--- src/rtl/systolic_pkg.sv ---
// systolic_pkg: shared geometry, job size and serializer FSM states for the systolic_4x4 feed path
package systolic_pkg;
  localparam int LANES = 4;
  localparam int OPW = 4;
  localparam int WORDS_PER_JOB = 8;
  localparam int FRAME_LEN = 4;
  typedef enum logic [1:0] {IDLE, START, SHIFT, DONE} opser_state_t;
endpackage

--- src/rtl/opser_fifo.sv ---
// opser_fifo: synchronous word FIFO with combinational head read and registered occupancy count
module opser_fifo #(
  parameter int DEPTH = 8,
  parameter int W = 16
) (
  input  logic                     clk,
  input  logic                     reset,
  input  logic                     push,
  input  logic                     pop,
  input  logic [W-1:0]             data,
  output logic [W-1:0]             head,
  output logic                     full,
  output logic                     empty,
  output logic [$clog2(DEPTH):0]   count
);
  localparam int AW = $clog2(DEPTH);
  logic [W-1:0] mem [DEPTH];
  logic [AW-1:0] wr_ptr, rd_ptr;
  assign head = mem[rd_ptr];
  assign full = count == (AW+1)'(DEPTH);
  assign empty = count == '0;
  // pointers wrap naturally since DEPTH is a power of two
  always_ff @(posedge clk or posedge reset)
    if (reset) begin
      wr_ptr <= '0;
      rd_ptr <= '0;
      count <= '0;
    end else begin
      if (push) wr_ptr <= wr_ptr + 1'b1;
      if (pop) rd_ptr <= rd_ptr + 1'b1;
      count <= count + (AW+1)'(push) - (AW+1)'(pop);
    end
  // storage array carries no reset; validity is tracked by count
  always_ff @(posedge clk)
    if (push) mem[wr_ptr] <= data;
endmodule

--- src/rtl/operand_serializer.sv ---
// operand_serializer: buffers 4-lane operand words and streams 8-word jobs bit-serially (OPSER_MSB_FIRST_EN selects MSB-first frames)
module operand_serializer
  import systolic_pkg::*;
#(
  parameter int DEPTH = 8
) (
  input  logic                   clk,
  input  logic                   reset,
  input  logic                   in_valid,
  output logic                   in_ready,
  input  logic [LANES*OPW-1:0]   in_data,
  output logic                   start,
  output logic [LANES-1:0]       bit_inputs,
  output logic                   frame_first,
  output logic                   phase,
  output logic                   busy,
  output logic                   job_done
);
  localparam int CW = $clog2(DEPTH) + 1;
  localparam int BW = $clog2(FRAME_LEN);
  opser_state_t state;
  logic [LANES*OPW-1:0] head, sreg;
  logic [CW-1:0] count;
  logic full, empty, pop, last_bit;
  logic [BW-1:0] bit_cnt;
  logic [2:0] word_cnt, word_nxt;
  function automatic logic [LANES-1:0] lane_bits(input logic [LANES*OPW-1:0] w, input logic [BW-1:0] k);
    logic [BW-1:0] kk;
`ifdef OPSER_MSB_FIRST_EN
    kk = ~k;
`else
    kk = k;
`endif
    for (int i = 0; i < LANES; i++) lane_bits[i] = w[i*OPW + int'(kk)];
  endfunction
  assign in_ready = !full;
  assign last_bit = bit_cnt == BW'(FRAME_LEN - 1);
  assign word_nxt = word_cnt + 3'd1;
  assign pop = !empty && (state == START || (state == SHIFT && last_bit && word_cnt != 3'd7));
  opser_fifo #(.DEPTH(DEPTH), .W(LANES*OPW)) u_fifo (
    .clk(clk), .reset(reset), .push(in_valid && in_ready), .pop(pop), .data(in_data),
    .head(head), .full(full), .empty(empty), .count(count)
  );
  // job sequencer: every output is registered so the array sees clean edges
  always_ff @(posedge clk or posedge reset)
    if (reset) begin
      state <= IDLE;
      start <= 1'b0;
      bit_inputs <= '0;
      frame_first <= 1'b0;
      phase <= 1'b0;
      busy <= 1'b0;
      job_done <= 1'b0;
      sreg <= '0;
      bit_cnt <= '0;
      word_cnt <= '0;
    end else
      case (state)
        IDLE: if (count >= CW'(WORDS_PER_JOB)) begin
          state <= START;
          start <= 1'b1;
          busy <= 1'b1;
        end
        START: begin
          state <= SHIFT;
          start <= 1'b0;
          sreg <= head;
          bit_inputs <= lane_bits(head, '0);
          frame_first <= 1'b1;
          phase <= 1'b0;
          bit_cnt <= '0;
          word_cnt <= '0;
        end
        SHIFT: if (last_bit && word_cnt == 3'd7) begin
          state <= DONE;
          bit_inputs <= '0;
          frame_first <= 1'b0;
          phase <= 1'b0;
          job_done <= 1'b1;
        end else if (last_bit) begin
          sreg <= head;
          bit_inputs <= lane_bits(head, '0);
          frame_first <= 1'b1;
          phase <= word_nxt[2];
          bit_cnt <= '0;
          word_cnt <= word_nxt;
        end else begin
          bit_inputs <= lane_bits(sreg, bit_cnt + 1'b1);
          frame_first <= 1'b0;
          bit_cnt <= bit_cnt + 1'b1;
        end
        default: begin
          state <= IDLE;
          busy <= 1'b0;
          job_done <= 1'b0;
        end
      endcase
endmodule

--- config.mk ---
export PLATFORM = sky130hd
export DESIGN_NAME = operand_serializer
export DESIGN_NICKNAME = d
export VERILOG_FILES = /design/src/rtl/systolic_pkg.sv /design/src/rtl/opser_fifo.sv /design/src/rtl/operand_serializer.sv
export SDC_FILE = /design/constraint.sdc
export NUM_CORES = 1
export LEC_CHECK = 0
export BUFFER_PORTS_ARGS = -buffer_cell sky130_fd_sc_hd__buf_2
export CORE_UTILIZATION = 47
export CTS_CLUSTER_DIAMETER = 40
export CTS_CLUSTER_SIZE = 30
export DETAILED_ROUTE_END_ITERATION = 8
export GPL_TIMING_DRIVEN = 1
export PLACE_DENSITY_LB_ADDON = 0.08
export SKIP_LAST_GASP = 1
export SLEW_MARGIN = 10
export SYNTH_ARGS = -nofsm -noshare
export SYNTH_HDL_FRONTEND = slang
export SYNTH_HIERARCHICAL = 1
export SYNTH_SLANG_ARGS = --single-unit
--- constraint.sdc ---
create_clock -name clk -period 3.8 [get_ports clk]
set_input_delay 0.38 -clock clk [delete_from_list [all_inputs] [get_ports clk]]
set_output_delay 0.38 -clock clk [all_outputs]
set_load 0.05 [all_outputs]
==> metrics.csv, run 1 <==
stage,metric,value,unit
routing,drt-initial-drc-count,129,
cts,hold_buffers,1,
worst_hold_path,min-delay-start,in_data[14],
floorplanning,core,14590,sq um
yosys,yosysTopAreaCellShare,0.5440,
final_layout,finalInstanceArea,7954,sq um
final_layout,area_growth,12.57,%
yosys,synth_compound_area_frac,0.02798,
yosys,synthCells,369,
place,hpwl,7415,um
timing,relSlewSlack,0.3456,
cts,cts_sinks,170,
timing,finalCritPeriodShare,0.7002,
routing,drt-wirelength-per-cell,20.65,um
floorplanning,die_h,124.6,um
setup_path,cp_slowest_cell,ha_1,
setup_path,crit_type,reg2reg,
place,dp_cells,575,
setup_path,worstPathCellList,inv_1 -> ha_1 -> a21oi_1 -> nor2_1 -> ha_1 -> inv_1 -> ha_1 -> inv_1 -> fa_1 -> xnor2_1,
place,place_area,7401,sq um
cts,clock_latency,410,ps
global_routing,grt_pass1_wl,20050,um
timing,rsz0062_at_grt,no,
floorplanning,ios,29,
global_routing,grt_max_degree,34,
timing,holdWs,230.3,ps
yosys,yosys-top-cells-area,"edfxtp_1, dfrtp_1, mux4_1",
setup_path,r2r_start,state[0],
global_routing,grt_use_total,0.1766,
worst_hold_path,hold_depth,1,
final_layout,final_cell_mix,"edfxtp_1, dfrtp_1, mux2_2",
final_layout,instances_no_fill,608,
setup_path,reg2regPathDepth,10,
setup_path,cp.arrival,2960,ps
final_layout,seq_area,4897,sq um
routing,viasPerCell,5.595,
yosys,synth_top_family_by_area,multiplexers,
yosys,synth_area_leader_cell,edfxtp_1,
yosys,yosysSeqAreaShare,0.6928,
floorplanning,initial_core_util,0.4843,
yosys,synth_adder_area_share,0.02763,
cts,cts_max_level,4,
global_routing,overflow,0,
worst_hold_path,min_to,u_fifo/mem[0][14],
final_layout,final_nets,445,
place,place.gp.congestion,0.7098,
yosys,synth_edf_count,128,
cts,numCtsBuffers,17,
pwr,leakagePower,2.949,nW
routing,via_count,3402,
setup_path,ff2ff_setup_slack,1140,ps
cts,clockBufferDepth,2,
routing,ant_nets,0,
setup_path,startpoint_type,flop,
timing,tightest_slew,981.5,ps
routing,drc,0,
setup_path,slowest_delay,580,ps
place,pre_cts_ws,1117,ps
routing,dr.pass1.iters,4,
setup_path,endpoint_kind,flop,
timing,setup_violations,0,
final_layout,multiInputGateArea,1987,sq um
yosys,yosys-mux-area-fraction,0.1828,
yosys,synth_simple_gate_area_share,0.03400,
floorplanning,std_cell_rows,44,
setup_path,cp_top_family,adder cells,
cts,cts_tree,done,
job,maxCapViolations,0,
cts,cts.repair.resized,0,
yosys,synth_xor_area_frac,0.007438,
final_layout,drive_gt1_frac,0.2736,
cts,cts-root-buf,clkbuf_16,
yosys,synthArstFlopShare,0.2471,
timing,hold_violations,0,
floorplanning,die_x,124.6,um
timing,fin_tns_setup,0,ps
yosys,syn_avg_cell_area,19.15,sq um
global_routing,grt_pass1_vias,3556,
pwr,p_per_area,823.1,nW/um^2
yosys,syn-cell-area,7066,sq um
timing,maxSlewViolCount,0,
pwr,peakVddDrop,0.0003572,V
worst_hold_path,holdCritPathClass,in2reg,
final_layout,layout_commonest_cell,edfxtp_1,
yosys,syn_nets,403,
yosys,ys.flop_type,edfxtp_1,
yosys,yosys.cell_types.count,41,
routing,finalWirelength,12550,um
outcome,outcome,finished clean,
floorplanning,die_area,15530,sq um
place,port_buffers,28,
global_routing,antenna_found_initial,0,
yosys,yosysWarningCount,6,
yosys,synth-seq-cells,170,
setup_path,reg2reg_to,u_fifo/count[2],
final_layout,antennaDiodeCount,0,
setup_path,required,4100,ps
cts,path_clk_slew,60,ps
timing,worst_slack,1139,ps
timing,fin_crit,2661,ps
final_layout,fillers,1113,
cts,postCtsSetupBuffers,0,
setup_path,crit_fanout,19,
setup_path,critPathBufInv,3,
timing,max_freq,375.9,MHz
timing,clock_skew,5.834,ps
-- cells in the mapped netlist (2+ instances only) --
master      n
buf_2       5
inv_1      16
and2b_2     2
clkbuf_1    2
o22ai_1     4
xor2_1      3
o21ai_0     6
nor3b_1     3
mux2_2     33
o211ai_1    2
buf_4       2
xnor2_1     3
a21o_1      3
nor2_1      9
dfrtp_1    42
mux4_1     25
nand2_1     7
nand4_1     3
nor2b_1     2
mux2i_1     9
mux4_2      7
ha_1       14
a21oi_1     4
nand3_1     5
buf_6       7
nor3_1      3
a221o_1     4
nand2b_1    4
edfxtp_1  128
-- cells by family after synthesis --
group           after synthesis
buf+inv                      34
compound gates               27
flops                       170
xor+xnor                      6
simple gates                 42
mux                          75
fa+ha+maj                    15
-- final cells by class --
type / count / share of cell area
clock buffers: 23 / 0.05883
clock inverters: 9 / 0.009438
inverters: 17 / 0.008023
multi-input cells: 165 / 0.2498
flip-flops and latches: 170 / 0.6157
well taps: 184 / 0.02894
repair buffers: 40 / 0.02926
-- report_power, final --
group	total, mW	switching [mW]	leakage [nW]	internal [mW]
clock	1.57	0.644	0.258	0.928
combinational	2.19	1.10	1.02	1.09
sequential	2.79	0.332	1.67	2.46
-- layer usage --
metal,vias up,wire [um],GRT usage
li1,1556,-,-
met1,1794,5678,0.2291
met2,44,6431,0.2912
met3,8,353,0.04768
met4,0,90,0.05315
met5,-,0,0
-- how the worst max path moves through the flow --
stage | slack (ps) | start | depth (start not counted) | end
after detailed placement | 1120 | state[0] | 10 | u_fifo/count[2]
after floorplan | 1060 | u_fifo/count[3] | 5 | u_fifo/mem[0][0]
after global routing | 890 | state[0] | 10 | u_fifo/count[3]
after CTS | 1100 | state[0] | 10 | u_fifo/count[2]
final | 1140 | state[0] | 10 | u_fifo/count[2]
after global placement | 1190 | state[0] | 10 | u_fifo/count[2]
-- sequential cells by signal, indices dropped and copies added (netlist names) --
| register | cells |
|---|---|
| bit_cnt | 2 |
| bit_inputs | 4 |
| busy | 1 |
| frame_first | 1 |
| job_done | 1 |
| phase | 1 |
| sreg | 16 |
| start | 1 |
| state | 2 |
| u_fifo/count | 4 |
| u_fifo/mem | 128 |
| u_fifo/rd_ptr | 3 |
| u_fifo/wr_ptr | 3 |
| word_cnt | 3 |
-- metrics by stage --
| stage | util | total power, mW |
|---|---|---|
| final | 0.5452 | 6.547 |
| after global routing | 0.5452 | 6.936 |
| after CTS | 0.5452 | 6.646 |
| after detailed placement | 0.5073 | 5.064 |
| after global placement | 0.5073 | 4.999 |
| after floorplan | - | 4.552 |
Power figures use the tool's default switching activity.
==> run 2: changes to the inputs <==
--- a/config.mk
+++ b/config.mk
@@ -5,6 +5,7 @@
 export SDC_FILE = /design/constraint.sdc
 export NUM_CORES = 1
 export LEC_CHECK = 0
+export ABC_AREA = 1
 export BUFFER_PORTS_ARGS = -buffer_cell sky130_fd_sc_hd__buf_2
 export CORE_UTILIZATION = 47
 export CTS_CLUSTER_DIAMETER = 40
==> constraint.sdc (replaced) <==
create_clock -name clk -period 2.5 [get_ports clk]
set_input_delay 0.25 -clock clk [delete_from_list [all_inputs] [get_ports clk]]
set_output_delay 0.25 -clock clk [all_outputs]
set_load 0.05 [all_outputs]
==> run 2 against run 1 <==
Net effect: sequential power grew 41%; setup slack got worse by 980 ps; synthesized cell count grew 120%; flip-flop and latch count unchanged; largest power group is now combinational logic.
==> metrics.csv, run 2 <==
stage,metric,value,unit,change
setup_path,slowest_delay,500,ps,-80 ps
pwr,p_switching,4.345,mW,+110%
cts,numCtsBuffers,17,,unchanged
routing,drt-wirelength-per-cell,14.71,um,-29%
worst_hold_path,min_to,u_fifo/mem[3][6],,
final_layout,drive_gt1_frac,0.1236,,-0.1500
timing,tightest_slew,465.1,ps,-516.4 ps
cts,clock_latency,430,ps,+20 ps
yosys,yosysMostFrequentCell,nand2_1,,
pwr,clkPwrFrac,0.228,,-0.012
final_layout,antennaDiodeCount,0,,unchanged
place,pre_cts_ws,145.8,ps,-971.3 ps
pwr,p_per_area,1231,nW/um^2,+50%
yosys,yosys-top-cells-area,"edfxtp_1, nand2_1, dfrtp_1",,
setup_path,endpoint_kind,flop,,
cts,path_clk_slew,60,ps,about the same
floorplanning,die_h,130.5,um,+4.8%
cts,postCtsSetupBuffers,0,,unchanged
worst_hold_path,holdCritPathClass,in2reg,,
pwr,peakVddDrop,0.0007304,V,+100%
setup_path,cpMostUsedCell,inv_1,,
final_layout,fillers,1460,,+31%
setup_path,cp_top_family,adder cells,,
final_layout,regMostFlops,u_fifo/mem,,
place,hpwl,10640,um,+44%
timing,fin_tns_setup,0,ps,unchanged
routing,drc,0,,unchanged
yosys,ys.flop_type,edfxtp_1,,
cts,cts_max_level,4,,unchanged
outcome,outcome,finished clean,,
timing,hold_violations,0,,unchanged
floorplanning,die_area,17040,sq um,+9.8%
timing,relSlewSlack,0.6896,,+0.3439
timing,holdWs,102.4,ps,-127.9 ps
cts,cts_sinks,170,,unchanged
yosys,synth-seq-cells,170,,unchanged
place,port_buffers,28,,unchanged
setup_path,reg2regPathDepth,11,,+1
pwr,leakagePower,4.201,nW,+42%
setup_path,crit_fanout,5,,-14
setup_path,crit_type,reg2reg,,
cts,clockBufferDepth,2,,unchanged
setup_path,required,2820,ps,-1280 ps
global_routing,grt_pass1_wl,25430,um,+27%
timing,maxSlewViolCount,0,,unchanged
final_layout,reg_top3,"u_fifo/mem x128, sreg x16",,
setup_path,r2r_start,u_fifo/count[2],,
setup_path,critPathBufInv,5,,+2
pwr,totalPowerFinal,10.79,mW,+65%
floorplanning,initial_core_util,0.4854,,+0.001072
pwr,p_sw_frac,0.4026,,+0.08559
routing,drt-initial-drc-count,320,,+150%
yosys,yosys-top-cells-count,"nand2_1, inv_1, edfxtp_1",,
yosys,syn-cell-area,7766,sq um,+9.9%
global_routing,grt_use_total,0.2049,,+0.02825
pwr,comb_power_share,0.407,,+0.073
timing,setup_violations,0,,unchanged
final_layout,layout_commonest_cell,nand2_1,,
timing,finalCritPeriodShare,0.9375,,+0.2373
timing,max_freq,426.7,MHz,+14%
final_layout,final_cell_mix,"nand2_1, inv_1, edfxtp_1",,
yosys,yosysSeqAreaShare,0.6303,,-0.06250
timing,clock_skew,5.810,ps,-0.02376 ps
cts,cts-root-buf,clkbuf_16,,
job,maxCapViolations,0,,unchanged
routing,ant_nets,0,,unchanged
routing,dr.pass1.iters,5,,+1
global_routing,grt_pass1_vias,4957,,+39%
setup_path,reg2reg_to,u_fifo/count[1],,
yosys,syn_avg_cell_area,9.612,sq um,-50%
final_layout,finalInstanceArea,8768,sq um,+10%
worst_hold_path,min-delay-start,in_data[6],,
routing,via_count,5171,,+52%
yosys,synthCells,808,,+120%
setup_path,cp_slowest_cell,fa_1,,
floorplanning,die_x,130.5,um,+4.8%
yosys,synthArstFlopShare,0.2471,,unchanged
final_layout,final_nets,887,,+99%
final_layout,largest_register_ffs,128,,unchanged
yosys,yosysTopAreaCellShare,0.4949,,-0.04908
yosys,synth_area_leader_cell,edfxtp_1,,
setup_path,cp.arrival,2660,ps,-300 ps
final_layout,area_growth,12.90,%,
yosys,synth_edf_count,128,,unchanged
pwr,p_int,6.446,mW,+44%
floorplanning,ios,29,,unchanged
yosys,yosys.cell_types.count,30,,-27%
global_routing,overflow,0,,unchanged
timing,fin_crit,2344,ps,-316.9 ps
final_layout,multiInputGateArea,2041,sq um,+2.7%
setup_path,startpoint_type,flop,,
final_layout,seq_area,4896,sq um,about the same
yosys,syn_nets,842,,+110%
floorplanning,std_cell_rows,46,,+4.5%
yosys,yosysWarningCount,6,,unchanged
global_routing,antenna_found_initial,0,,unchanged
cts,cts_tree,done,,
pwr,seqPwrFrac,0.365,,-0.061
worst_hold_path,hold_depth,1,,unchanged
routing,viasPerCell,4.779,,-15%
setup_path,worstPathCellList,inv_1 -> ha_1 -> nor3b_1 -> nor2_2 -> inv_1 -> ha_1 -> inv_1 -> ha_1 -> inv_1 -> fa_1 -> inv_1,,
setup_path,ff2ff_setup_slack,160,ps,-980 ps
global_routing,grt_max_degree,67,,+97%
place,place.gp.congestion,0.8349,,+18%
timing,worst_slack,156.2,ps,-983.1 ps
routing,finalWirelength,15920,um,+27%
floorplanning,core,16000,sq um,+9.7%
place,place_area,8199,sq um,+11%
## run 2: cell families after synthesis
family,count (synthesis),share of synthesized area
and+or+nand+nor,392,0.2086
buffers and inverters,199,0.1076
adders and majority gates,15,0.02513
DFF,170,0.6303
AOI/OAI and AO/OA,27,0.02272
xor gates and xnor gates,5,0.005639
## run 2: worst register-to-register path, cell delays in order, from the launching register on
cell	delay, ps
dfrtp_1	360
inv_1	110
ha_1	150
nor3b_1	340
nor2_2	130
inv_1	110
ha_1	230
inv_1	50
ha_1	150
inv_1	60
fa_1	500
inv_1	50
## run 2: area by class of cell
type	instances	area share
repair buffers	54	0.04138
inverters	171	0.07349
well taps	216	0.03082
multi-input cells	439	0.2327
clock buffers	18	0.04894
clock inverters	14	0.01427
flip-flops and latches	170	0.5584
## run 2: worst max path at each step
stage	startpoint	endpoint	slack [ps]	cells past startpoint
3_5_place_dp	word_cnt[0]	u_fifo/count[1]	150	11
6_report	u_fifo/count[2]	u_fifo/count[1]	160	11
2_1_floorplan	u_fifo/count[3]	u_fifo/mem[0][0]	70	6
5_1_grt	u_fifo/count[3]	u_fifo/count[2]	-20	10
4_1_cts	word_cnt[0]	u_fifo/count[2]	130	11
3_3_place_gp	word_cnt[0]	u_fifo/count[1]	200	11
## run 2: layer usage
metal,up-vias,GRT usage,wire length [um]
met5,-,0,0
met4,0,0.07505,217
met3,16,0.03420,591
met2,95,0.3377,7863
met1,2457,0.2737,7243
li1,2603,-,-
## run 2: through the flow
step | util | std cells
floorplan | - | 808
global placement | 0.5124 | 1049
detailed placement | 0.5124 | 1049
CTS | 0.5477 | 1082
global route | 0.5480 | 1082
finish | 0.5480 | 1082
## run 2: power groups by stage
stage               sequential [mW]  clock, mW  combinational [mW]
floorplan                      4.14          0                3.17
global placement               3.98          0                4.31
detailed placement             4.00          0                4.39
CTS                            3.94       2.51                4.41
global route                   4.00       2.62                4.95
finish                         3.94       2.46                4.39
## run 2: repair_timing
action,CTS,global route
hold buffers,1,0
setup endpoints to repair,0,2
gates resized for setup,0,2
endpoints found under the hold margin,42,0
==> run 3: changes to the inputs <==
==> constraint.sdc (replaced) <==
create_clock -name clk -period 2.3 [get_ports clk]
set_input_delay 0.23 -clock clk [delete_from_list [all_inputs] [get_ports clk]]
set_output_delay 0.23 -clock clk [all_outputs]
set_load 0.05 [all_outputs]
==> run 3 against run 2 <==
Net effect: via count increased by 0.46%; highest routed layer unchanged; combinational power increased by 13%; sequential power increased by 8.6%; flip-flop and latch count unchanged; first-iteration DRC count decreased by 0.94%; die area unchanged; critical path type unchanged; non-clock buffer count increased by 12; core utilization increased by 0.88 points; sequential share of layout area decreased by 0.87 points; critical path depth unchanged; design area increased by 1.6%.
==> metrics.csv, run 3 (synthesis gave the netlist of run 2 again) <==
stage,metric,value,unit,change
outcome,outcome,finished clean,,
final_layout,reg_top3,"u_fifo/mem x128, sreg x16",,
setup_path,reg2reg_to,u_fifo/count[1],,
cts,cts-root-buf,clkbuf_16,,
global_routing,antenna_found_initial,0,,unchanged
global_routing,grt_max_degree,42,,-37%
setup_path,r2r_start,word_cnt[1],,
final_layout,regMostFlops,u_fifo/mem,,
setup_path,startpoint_type,flop,,
routing,finalWirelength,16280,um,+2.3%
global_routing,grt_pass1_vias,5020,,+1.3%
setup_path,crit_type,reg2reg,,
job,maxCapViolations,0,,unchanged
final_layout,layout_commonest_cell,nand2_1,,
timing,setup_violations,0,,unchanged
global_routing,grt_use_total,0.2100,,+0.005149
pwr,leakagePower,4.268,nW,+1.6%
routing,drt-wirelength-per-cell,14.88,um,+1.2%
routing,dr.pass1.iters,5,,unchanged
setup_path,required,2610,ps,-210 ps
timing,fin_tns_setup,0,ps,unchanged
pwr,peakVddDrop,0.0006687,V,-8.4%
final_layout,drive_gt1_frac,0.1401,,+0.01653
floorplanning,die_area,17040,sq um,unchanged
cts,numCtsBuffers,17,,unchanged
final_layout,final_nets,899,,+1.4%
cts,cts_tree,done,,
timing,maxSlewViolCount,0,,unchanged
timing,finalCritPeriodShare,0.9653,,+0.02776
setup_path,cp_top_family,adder cells,,
cts,clockBufferDepth,2,,unchanged
setup_path,ff2ff_setup_slack,80,ps,-80 ps
final_layout,final_cell_mix,"nand2_1, inv_1, edfxtp_1",,
timing,relSlewSlack,0.6861,,-0.003508
setup_path,slowest_delay,500,ps,about the same
timing,tightest_slew,470.9,ps,+5.774 ps
setup_path,cpMostUsedCell,inv_1,,
pwr,p_per_area,1339,nW/um^2,+8.8%
final_layout,area_growth,14.73,%,
timing,hold_violations,0,,unchanged
timing,fin_crit,2220,ps,-123.6 ps
floorplanning,die_x,130.5,um,unchanged
routing,ant_nets,0,,unchanged
timing,max_freq,450.4,MHz,+5.6%
setup_path,worstPathCellList,ha_2 -> ha_4 -> nor2_4 -> nor2_2 -> nor2_2 -> ha_1 -> inv_1 -> ha_2 -> inv_1 -> fa_1 -> inv_1,,
cts,clock_latency,420,ps,about the same
routing,drt-initial-drc-count,317,,-0.94%
floorplanning,die_h,130.5,um,unchanged
floorplanning,core,16000,sq um,unchanged
routing,via_count,5195,,+0.46%
cts,path_clk_slew,70,ps,about the same
worst_hold_path,min-delay-start,in_data[5],,
timing,clock_skew,10.08,ps,+4.266 ps
global_routing,grt_pass1_wl,26120,um,+2.7%
routing,drc,0,,unchanged
worst_hold_path,holdCritPathClass,in2reg,,
routing,viasPerCell,4.749,,-0.64%
setup_path,critPathBufInv,3,,-2
worst_hold_path,hold_depth,1,,unchanged
cts,cts_sinks,170,,unchanged
worst_hold_path,min_to,u_fifo/mem[3][5],,
setup_path,reg2regPathDepth,11,,unchanged
global_routing,overflow,0,,unchanged
setup_path,crit_fanout,2,,-3
floorplanning,std_cell_rows,46,,unchanged
place,hpwl,10570,um,-0.65%
final_layout,antennaDiodeCount,0,,unchanged
setup_path,cp.arrival,2530,ps,-130 ps
final_layout,largest_register_ffs,128,,unchanged
floorplanning,initial_core_util,0.4854,,unchanged
floorplanning,ios,29,,unchanged
final_layout,finish.utilization,0.5569,,+0.008836
setup_path,endpoint_kind,flop,,
timing,holdWs,102.6,ps,+0.2220 ps
place,place.gp.congestion,0.8000,,-4.2%
cts,cts_max_level,4,,unchanged
place,port_buffers,28,,unchanged
setup_path,cp_slowest_cell,fa_1,,
run 3: cell types whose count changed in the layout (fill, tap and decap cells not counted), sizes merged:
cell and change:
buf +12, clkbuf +5, clkinvlp -4, inv -2, bufinv +1
run 3: how the worst max path moves through the flow:
stage / depth (start not counted) / end / from
3_3_place_gp: 11 / u_fifo/count[1] / word_cnt[0]
3_5_place_dp: 11 / u_fifo/count[1] / word_cnt[0]
2_1_floorplan: 6 / u_fifo/mem[0][0] / u_fifo/count[3]
4_1_cts: 11 / u_fifo/count[1] / u_fifo/count[2]
6_report: 11 / u_fifo/count[1] / word_cnt[1]
5_1_grt: 11 / u_fifo/count[1] / word_cnt[1]
run 3: worst register-to-register path, stage by stage (launching register included):
cell,delay (ps)
dfrtp_1,390
ha_2,200
ha_4,170
nor2_4,110
nor2_2,60
nor2_2,130
ha_1,240
inv_1,60
ha_2,160
inv_1,50
fa_1,500
inv_1,40
run 3: routing by layer:
| metal | vias up | share of wire | global-route usage |
|---|---|---|---|
| li1 | 2623 | - | - |
| met1 | 2472 | 0.46 | 0.2759 |
| met2 | 89 | 0.50 | 0.3557 |
| met3 | 11 | 0.035 | 0.04397 |
| met4 | 0 | 0.0078 | 0.05274 |
| met5 | - | 0 | 0 |
run 3: power breakdown:
group | internal [mW] | switching (mW)
Sequential | 4.02 | 0.258
Combinational | 1.58 | 3.37
Clock | 1.59 | 1.10
run 3: area by class of cell:
class | instances | area (sq um)
inverters | 171 | 644.4
repair buffers | 66 | 465.4
flip-flops and latches | 170 | 4897
multi-input cells | 439 | 2086
fillers | 1465 | 7091
clock inverters | 9 | 98.84
well taps | 216 | 270.3
clock buffers | 23 | 447.9
run 3: timing repair:
action                                  in CTS  in global routing
buffers inserted                             0                  6
endpoints found under the setup margin       0                  2
endpoints found under the hold margin       42                  0
gates resized for setup                      0                 12
hold buffers                                 1                  0
run 3: per-stage QoR:
step / instances / setup WS, ps / instance area (sq um) / power, mW
floorplan: 808 / -128.1 / 7771 / 7.946
global placement: 1055 / 88.41 / 8262 / 9.097
detailed placement: 1055 / 45.21 / 8262 / 9.204
CTS: 1088 / 11.72 / 8818 / 11.92
global route: 1094 / -12.83 / 8910 / 12.79
finish: 1094 / 79.87 / 8910 / 11.93
